==> src/rtl/playseq_condiciona_entradas.sv <==
// Synchronizes, debounces and one-hot-qualifies the PlaySeq push buttons and start key.
// Latency: 2 sync cycles + DEBOUNCE_CYCLES filter cycles from raw capture to registered outputs.
// Backpressure: none; event pulses last one cycle and the consumer samples them every cycle.
module playseq_condiciona_entradas #(
  parameter int DEBOUNCE_CYCLES = 50000
) (
  input  logic       clock,
  input  logic       reset,
  input  logic [3:0] botoes_raw,
  input  logic       jogar_raw,
  output logic [3:0] botoes,
  output logic       jogada_pulso,
  output logic       jogar,
  output logic       multiplo,
  output logic [1:0] db_estado
);

  localparam int CW = $clog2(DEBOUNCE_CYCLES);
  localparam int JW = $clog2(DEBOUNCE_CYCLES + 1);
  localparam logic [CW-1:0] CONT_MAX  = CW'(DEBOUNCE_CYCLES - 1);
  localparam logic [JW-1:0] JCONT_MAX = JW'(DEBOUNCE_CYCLES);

  typedef enum logic [1:0] {
    OCIOSO      = 2'd0,
    FILTRANDO   = 2'd1,
    PRESSIONADO = 2'd2,
    SOLTANDO    = 2'd3
  } estado_t;

  typedef enum logic {
    SOLTO    = 1'b0,
    APERTADO = 1'b1
  } filtro_t;

  logic [3:0]    bot_m, s_bot;
  logic          jog_m, s_jog;

  estado_t       estado, estado_nx;
  logic [3:0]    amostra, amostra_nx;
  logic [CW-1:0] cont, cont_nx;
  logic [3:0]    botoes_nx;
  logic          multiplo_nx, pulso_nx;

  filtro_t       jog_estado, jog_estado_nx;
  logic [JW-1:0] jcont, jcont_nx;
  logic          jogar_nx, jog_contrario;

  // Two-flop synchronizers for every raw board input.
  always_ff @(posedge clock) begin
    if (!reset) begin
      bot_m <= '0;
      s_bot <= '0;
      jog_m <= 1'b0;
      s_jog <= 1'b0;
    end else begin
      bot_m <= botoes_raw;
      s_bot <= bot_m;
      jog_m <= jogar_raw;
      s_jog <= jog_m;
    end
  end

  // Button-group next state: filter a stable non-zero pattern, then hold until a stable release.
  always_comb begin
    estado_nx   = estado;
    amostra_nx  = amostra;
    cont_nx     = cont;
    botoes_nx   = botoes;
    multiplo_nx = multiplo;
    pulso_nx    = 1'b0;
    case (estado)
      OCIOSO: begin
        if (s_bot != 4'd0) begin
          estado_nx  = FILTRANDO;
          amostra_nx = s_bot;
          cont_nx    = '0;
        end
      end
      FILTRANDO: begin
        if (s_bot == 4'd0) begin
          estado_nx = OCIOSO;
        end else if (s_bot != amostra) begin
          amostra_nx = s_bot;
          cont_nx    = '0;
        end else if (cont == CONT_MAX) begin
          estado_nx = PRESSIONADO;
          // A pattern with exactly one bit set is a legal play; anything else is flagged.
          if ((amostra & (amostra - 4'd1)) == 4'd0) begin
            botoes_nx = amostra;
            pulso_nx  = 1'b1;
          end else begin
            botoes_nx   = 4'd0;
            multiplo_nx = 1'b1;
          end
        end else begin
          cont_nx = cont + 1'b1;
        end
      end
      PRESSIONADO: begin
        if (s_bot == 4'd0) begin
          estado_nx = SOLTANDO;
          cont_nx   = '0;
        end
      end
      SOLTANDO: begin
        if (s_bot != 4'd0) begin
          estado_nx = PRESSIONADO;
        end else if (cont == CONT_MAX) begin
          estado_nx   = OCIOSO;
          botoes_nx   = 4'd0;
          multiplo_nx = 1'b0;
        end else begin
          cont_nx = cont + 1'b1;
        end
      end
      default: estado_nx = OCIOSO;
    endcase
  end

  // Button-group registers; reset parks in SOLTANDO so a held button cannot fire after reset.
  always_ff @(posedge clock) begin
    if (!reset) begin
      estado       <= SOLTANDO;
      amostra      <= '0;
      cont         <= '0;
      botoes       <= '0;
      multiplo     <= 1'b0;
      jogada_pulso <= 1'b0;
    end else begin
      estado       <= estado_nx;
      amostra      <= amostra_nx;
      cont         <= cont_nx;
      botoes       <= botoes_nx;
      multiplo     <= multiplo_nx;
      jogada_pulso <= pulso_nx;
    end
  end

  // Start filter: count contrary samples and flip only after a full run, so its latency matches the buttons.
  always_comb begin
    jog_estado_nx = jog_estado;
    jcont_nx      = jcont;
    jogar_nx      = 1'b0;
    jog_contrario = (s_jog != (jog_estado == APERTADO));
    if (!jog_contrario) begin
      jcont_nx = '0;
    end else if (jcont == JCONT_MAX) begin
      jcont_nx      = '0;
      jog_estado_nx = (jog_estado == SOLTO) ? APERTADO : SOLTO;
      jogar_nx      = (jog_estado == SOLTO);
    end else begin
      jcont_nx = jcont + 1'b1;
    end
  end

  // Start filter registers; reset assumes the key is held so it must be seen released first.
  always_ff @(posedge clock) begin
    if (!reset) begin
      jog_estado <= APERTADO;
      jcont      <= '0;
      jogar      <= 1'b0;
    end else begin
      jog_estado <= jog_estado_nx;
      jcont      <= jcont_nx;
      jogar      <= jogar_nx;
    end
  end

  assign db_estado = estado;

endmodule

==> config.mk <==
export PLATFORM = sky130hd
export DESIGN_NAME = playseq_condiciona_entradas
export DESIGN_NICKNAME = d
export VERILOG_FILES = /design/src/rtl/playseq_condiciona_entradas.sv
export SDC_FILE = /design/constraint.sdc
export NUM_CORES = 1
export LEC_CHECK = 0
export ABC_AREA = 1
export ABC_CLOCK_PERIOD_IN_PS = 2300
export CAP_MARGIN = 20
export CORE_ASPECT_RATIO = 0.8
export CORE_UTILIZATION = 35
export CTS_CLUSTER_DIAMETER = 150
export DETAILED_ROUTE_END_ITERATION = 8
export HOLD_SLACK_MARGIN = 0.05
export SLEW_MARGIN = 20
export SYNTH_ARGS = -nofsm -noshare
export SYNTH_HDL_FRONTEND = slang
export SYNTH_SLANG_ARGS = --single-unit
==> constraint.sdc <==
create_clock -name clock -period 2.3 [get_ports clock]
set_clock_uncertainty 0.15 [all_clocks]
set_input_delay 0.23 -clock clock [delete_from_list [all_inputs] [get_ports clock]]
set_output_delay 0.23 -clock clock [all_outputs]
set_load 0.01 [all_outputs]
---- Yosys cells after proc, flatten, opt, wreduce, memory -nomap -nowiden ----
Cells that the tools add are included.
operators by class
  add/sub/neg operators ................... 3
  reductions and logical operators ........ 15
  muxes and demuxes ....................... 35
  bitwise gates (word level) .............. 6
  eq/ne operators ......................... 19
operators with widths
  operator                                           count
  2-to-1 mux 16 bit                                  6
  one-hot mux 16 bit (4 select lines)                1
  2-to-1 mux 4 bit                                   9
  adder 16 x 1 -> 16 bit (second input constant)     2
  == test 16 bit (second input constant)             2
  inequality test 2 bit (second input constant)      9
  one-hot mux 4 bit (2 select lines)                 2
  2-to-1 mux 2 bit                                   7
  inequality test 3 bit (second input constant)      3
  zero test 4 bit                                    2
  2-to-1 mux 1 bit                                   8
  one-hot mux 2 bit (4 select lines)                 1
  AND reduction 4 bit                                2
  AND reduction 7 bit                                1
  AND reduction 6 bit                                1
  inverter 1 bit                                     5
  AND reduction 5 bit                                1
  OR reduction 5 bit                                 1
  bitwise AND 4 bit                                  1
  == test 2 bit (second input constant)              2
  inequality test 4 bit                              1
  nonzero test 2 bit                                 2
  nonzero test 4 bit                                 1
  subtractor 4 x 1 -> 4 bit (second input constant)  1
  7 further kinds                                    7
storage, ports and cells
  register bits after elaboration ......... 56
  input bits .............................. 7
  output and inout port bits .............. 9

---- Longest topological paths before layout ----
  word-level depth ........................ 8
  depth in mapped cells ................... 12

---- Worst setup path after synthesis ----
No wires, ideal clock.
  path type ............................... register to register
  start point ............................. reg estado[0] (netlist: db_estado[0])
  end point ............................... reg cont[13]
  path slack .............................. 649 ps
  data arrival time ....................... 1380 ps
  required time ........................... 2029 ps
  path buffers ............................ 2
  cell stages (with the launch flop) ...... 12
  library setup time ...................... 121 ps
  cell sequence ........................... dfxtp_1 > buf_4 > inv_1 > nand2_1 > nand3_1 > nand2_2 > nand2_4 > inv_4 > nand3_2 > nand2_2 > buf_6 > nor3_2
on the way
  cells in the longest elaborated chain, start to end .. 3
  elaborated cells on any way between the ends .. 10
  those cells by class .................... eq/ne: 7; mux: 1; reduce/logical: 2
RTL lines
  element                                 RTL line  RTL
  start: declaration                      38        estado_t estado, estado_nx;
  start signal: assignment                130       estado <= estado_nx;
  == test 2 bit (tied with other cells)   71        case (estado)
  inequality test 2 bit (no source line)  n/a
  AND reduction 4 bit (no source line)    n/a
  end signal: assignment                  132       cont <= cont_nx;
  end: declaration                        40        logic [CW-1:0] cont, cont_nx;
Several ways; a longest one is shown, not always the timed one.
A chain may end at the register's enable or synchronous reset.

---- Final worst setup path ----
  start point ............................. reg estado[0] (netlist: db_estado[0])
  end point ............................... reg cont[1]
The elaborated chain is that of the path after synthesis.

==> results.md <==
- Status: completed
- Hold_ws: roughly 270 ps
- Die width: 105 um
- Share of cells above drive strength 1: 0.0716
- R2R depth: 9
- Vias post-DR: 2707
- GP Congestion: roughly 0.85
- Final TNS setup: 0 ps
- Worst path arrival time: 2150 ps
- Most common cell on crit path: nand2_2
- Hold_sp: jog_m
- Layout Nets: a little under 500
- Final setup violation count: 0
- Slew Limit Fails: 0
- VDD IR max: ~0.26 mV
- Pre-Repair DR Iteration Count: 4
- Tmin final: roughly 2100 ps
- Max stage delay on crit path: around 510 ps
- RSZ-0062 raised after global routing: false
- TritonCTS Sinks: 56
- Post-synth cell types: 31
- Pin count of the biggest net entering global routing: 26
- Setup WS pre-CTS: approximately 220 ps
- Syn_area_per_cell: ~6.5 um^2
- Hold Path Sink: s_jog
- Crit path cell chain: inv_1 > nand2_1 > nand3_1 > nand2_2 > nand2_4 > inv_4 > nand3_2 > nand2_2 > nor3_1
- Yosys reg bits: 56
- Clock-pin slew on the worst setup and hold paths: roughly 110 ps
- Post CTS Setup Buffer Count: 0
- Top Ports: 16
- Iteration-0 DRC Markers: 139
- Crit Path Category: reg2reg
- Clock tree buffer depth: 2
- Post-synth EDFFs: 0
- Core area: 0.00806 mm^2
- Post-synth ARST share: 0
- Reg2reg end: cont[1]
- Initial core utilization: 0.367
- Synthesis-to-layout area growth: 11.7%
- Port-buffer cells: 15
- Initial antenna violation count: 0
- CP required: between 2000 and 2500 ps
- First-pass GRT wire length: about 11000 um
- Die height: ~84 um
- Post-detail-place hpwl: between 4000 and 5000 um
- Worst setup EP type: register
- Total power: about 0.0021 W
- Total Routing Usage GR: 0.156
- Routed len/inst: about 11 um
- DRC violations left: 0
- Worst-margin pin slew: 411 ps
- Max Freq: approximately 0.48 GHz
- Worst-Skew Late Latency: 330 ps
- Crit-path leading delay family: simple AND/OR/NAND/NOR gates
- Reg2reg start: db_estado[0]
- Synthesized area: around 0.0030 mm^2
- Sequential area share after synthesis: 0.379
- Post-Route WL: roughly 6200 um
- CP max-delay cell: dfxtp_1
- CTS tree: yes
- Synth Flop Type: dfxtp_1
- Bufs and invs on worst path: 2
- CTS resizes: 0
- Vias in the first global route: ~2.5k
- GR Overflow Total: 0
- Post-Syn Nets: around 470
- Pwr Density: 627 mW/mm^2
- Leakage: roughly 1.4 nW
- Die area: 0.00882 mm^2
- DRT antenna net count: 0
- Hold-fix buffers, CTS: 0
- Antenna cells: 0
- Max-cap violations: 0
- YS warnings: 0
- Final Cycle Share: 0.912
- Worst min path class: reg2reg
- Num CTS Buffers: 5
- Slew HR: 0.724
- Hold depth: 2
- Clk root buf: clkbuf_8
- Startpoint class of the critical path: register
- Setup slack after layout: ~200 ps
- Vias per cell: about 4.6
- Floorplan row count: 29
- Synthesized instance count: ~460
- R2r setup slk: a little over 200 ps
- Final hold vios: 0
- Worst Path Max Fanout: 12
- Max H-tree Level: 2
through the flow:
stage,instances,util,instance area (um^2)
after floorplan,457,-,2960
after global placement,575,0.398,3210
after detailed placement,575,0.398,3210
after CTS,583,0.410,3300
after global routing,583,0.410,3300
final,583,0.410,3300
layout by cell type, fill, tap and decap left out, types with 3 or more instances in the layout:
| cell | instances |
|---|---|
| a21oi_1 | 17 |
| a21oi_2 | 3 |
| clkbuf_8 | 6 |
| clkdlybuf4s50_1 | 15 |
| dfxtp_1 | 56 |
| ha_1 | 3 |
| inv_1 | 67 |
| nand2_1 | 137 |
| nand2_2 | 3 |
| nand3_1 | 42 |
| nand3b_1 | 3 |
| nand4_1 | 8 |
| nor2_1 | 61 |
| nor2_2 | 7 |
| nor2_4 | 4 |
| nor3_1 | 14 |
| o21ai_0 | 6 |
| o21bai_1 | 3 |
flip-flops by register name, indices dropped and copies added, names as in the netlist, named ones only:
signal	flops
amostra	4
jog_m	1
cont	16
bot_m	4
multiplo	1
jogar	1
s_bot	4
s_jog	1
jogada_pulso	1
jcont	16
db_estado	1
botoes	4
jog_estado	1
tightest hold or removal path, delay by kind of cell, from the launching register on:
kind | cells | cell delay (ps)
AND/OR/NAND/NOR | 1 | 40
buffers and inverters | 1 | 40
flip-flops | 1 | 320
how the worst max path moves through the flow:
stage | start | endpoint | cells past startpoint
CTS | db_estado[0] | cont[1] | 9
floorplan | db_estado[0] | cont[13] | 11
detailed placement | db_estado[0] | cont[1] | 9
global placement | db_estado[0] | cont[1] | 9
finish | db_estado[0] | cont[1] | 9
global route | db_estado[0] | cont[1] | 9
cells in the mapped netlist, types with 2 or more instances:
| cell type | instances | share of area |
|---|---|---|
| nand2_1 | 137 | 0.17 |
| inv_1 | 67 | 0.085 |
| nor2_1 | 61 | 0.077 |
| dfxtp_1 | 56 | 0.38 |
| nand3_1 | 42 | 0.071 |
| a21oi_1 | 17 | 0.029 |
| nor3_1 | 14 | 0.024 |
| nand4_1 | 8 | 0.017 |
| nor2_2 | 7 | 0.015 |
| o21ai_0 | 6 | 0.010 |
| nor2_4 | 4 | 0.015 |
| a21oi_2 | 3 | 0.0089 |
| ha_1 | 3 | 0.013 |
| nand2_2 | 3 | 0.0064 |
| nand3b_1 | 3 | 0.0076 |
| o21bai_1 | 3 | 0.0076 |
| buf_2 | 2 | 0.0034 |
| buf_6 | 2 | 0.0076 |
| clkbuf_1 | 2 | 0.0025 |
| nand2_4 | 2 | 0.0076 |
| nor3_2 | 2 | 0.0068 |
| nor4_1 | 2 | 0.0042 |
| o211ai_1 | 2 | 0.0051 |
| xor2_1 | 2 | 0.0059 |
routing by layer:
| metal | GRT usage | routed length [um] | up-vias |
|---|---|---|---|
| met2 | 0.233 | 2530 | 52 |
| met5 | 0 | 0 | - |
| met4 | 0.0602 | 87 | 0 |
| met3 | 0.0373 | 268 | 7 |
| met1 | 0.218 | 3360 | 1186 |
| li1 | - | - | 1462 |
kinds of logic after synthesis:
group / after synthesis / share of synthesized area
simple gates: 288 / 0.434
flops: 56 / 0.379
xor+xnor: 3 / 0.00889
compound gates: 32 / 0.0622
fa+ha+maj: 3 / 0.0127
buf+inv: 75 / 0.103
area by class of cell:
class                   instances  area, um^2
well taps                     108         135
clock inverters                 2        10.0
flip-flops and latches         56        1120
inverters                      68         258
repair buffers                 17         165
fillers                       858        4750
clock buffers                   6        82.6
multi-input cells             326        1530
power breakdown:
part | switching (W) | internal (W)
Combinational | 0.000292 | 0.000143
Sequential | 0.0000460 | 0.00101
Clock | 0.000336 | 0.000242
Power figures use the tool's default switching activity.
==> edit, RTL diff (same settings) <==
Set the parameter `DEBOUNCE_CYCLES` to 12500 (it was 50000).
--- a/src/rtl/playseq_condiciona_entradas.sv
+++ b/src/rtl/playseq_condiciona_entradas.sv
@@ -2,7 +2,7 @@
 // Latency: 2 sync cycles + DEBOUNCE_CYCLES filter cycles from raw capture to registered outputs.
 // Backpressure: none; event pulses last one cycle and the consumer samples them every cycle.
 module playseq_condiciona_entradas #(
-  parameter int DEBOUNCE_CYCLES = 50000
+  parameter int DEBOUNCE_CYCLES = 12500
 ) (
   input  logic       clock,
   input  logic       reset,
Check against the original RTL: same outputs for any inputs over 10 cycles, from zero or initial values and one cycle with reset low; that may be too few to reach the edited logic, so the function may still have changed.
==> edit against the unedited design <==
Synthesized area is 8.4% lower. Maximum frequency up 9.3%. Design area fell by 7.6%. Routed wire length shrank 15%. Power is 3.6% lower. Register-to-register slack better by 0.25 ns. Setup slack improved by 0.18 ns. Sequential cell count down 4.
==> edit: results (changes against the unedited design) <==
Status
  – Outcome: completed

Power
  – Sequential Power Share: 50.6% (-0.5 points)
  – P_sw: 659 uW (-2.2%)
  – LEAKAGE: 1.34 nW (-2.8%)
  – VDD IR max: 0.233 mV (-11%)
  – Sequential power: 1.01 mW (-5%)

Cells and area
  – Biggest regs: cont x14, jcont x14
  – Filler instances: 808 (-5.8%)
  – Fin nets: 423 (-13%)
  – Share of cells above drive strength 1: 10.9% (+3.7 points)

Placed design
  – RD Place Congestion: 0.838 (-1.7%)
  – DP HPWL: 4010 um (-12%)

Setup path
  – Slowest stage delay, CP: 0.62 ns (+0.11 ns)
  – Crit path max fanout: 13 (+1)
  – CP Data Arrival Time: 1.54 ns (-0.61 ns)
  – Critical-path cell with the highest stage delay: clkdlybuf4s50_1
  – CP delay by family, top: buffers and inverters

Timing
  – Worst-Margin Slew: 0.455 ns (+0.0436 ns)

Logic synthesis
  – Count of cell types in the netlist: 41 (+32%)
  – Post-synth net total: 405 (-13%)
  – Register area share after synthesis: 38.5% (+0.53 points)
  – Top cells by count, synth: nand2_1, nor2_1, inv_1, dfxtp_1, nand3_1
  – Top post-synthesis cells by area: dfxtp_1, nand2_1, nor2_1

Global route
  – Global Route Usage Sum: 14.6% (-1.1 points)
  – First-pass GRT wire length: 9380 um (-16%)
  – Vias in the first global route: 2148 (-13%)
  – Maximum number of pins on one net before global-route repair: 24 (-7.7%)

Drt
  – Vias per cell: 4.53 (-2.5%)
  – Post-DR wirelength/cell: 10.2 um (-4.9%)
  – DR pass1 iterations: 5 (+1)
  – 1st-iter DRT viols: 108 (-22%)

CTS
  – H-tree depth: 2 (unchanged)
[edit: cell types whose count changed after synthesis, moves of 4 or more]
cell     before  now
inv_2         0    4
o21ai_0       6   11
dfxtp_1      56   52
nor3_1       14    5
a21oi_1      17    8
nand2_1     137   94
nand2_2       3    8
inv_1        67   60
nand3_1      42   23
xor2_1        2    8
[edit: metrics by stage]
step | util [%] | setup WS [ns] | instance area (um^2) | std cells | hold slack [ns]
4_1_cts | 41.1 | 0.371 | 3050 | 519 | 0.274
6_report | 41.1 | 0.381 | 3050 | 519 | 0.271
3_3_place_gp | 39.8 | 0.538 | 2960 | 511 | 0.243
5_1_grt | 41.1 | 0.263 | 3050 | 519 | 0.284
2_1_floorplan | - | 0.758 | 2710 | 395 | 0.178
3_5_place_dp | 39.8 | 0.467 | 2960 | 511 | 0.249
[edit: logic make-up after synthesis]
logic type / share of synthesized area, %
fa+ha+maj: 1.39
buf+inv: 10.6
flops: 38.5
compound gates: 5.55
xor+xnor: 3.24
simple gates: 40.7
[edit: routing by layer]
layer	global-route usage [%]	wire length (um)	vias up
li1	-	-	1258
met1	19.3	2690	1049
met2	23.9	2340	38
met3	3.39	220	5
met4	3.48	38	0
met5	0	0	-
[edit: area by class of cell]
cell class	instances	area, um^2	share of cell area [%]
multi-input cells	273	1380	45.2
flip-flops and latches	52	1040	34.1
inverters	64	240	7.88
repair buffers	17	165	5.41
well taps	105	131	4.31
clock buffers	5	68.8	2.26
clock inverters	3	26.3	0.861
[edit: worst paths after layout]
path                                   start      endpoint  cells after the start
worst max-delay path            db_estado[0]  db_estado[0]                      1
worst min-delay path                bot_m[1]      s_bot[1]                      2
worst max register to register      jcont[0]      jcont[8]                      8
worst min register to register      bot_m[1]      s_bot[1]                      2
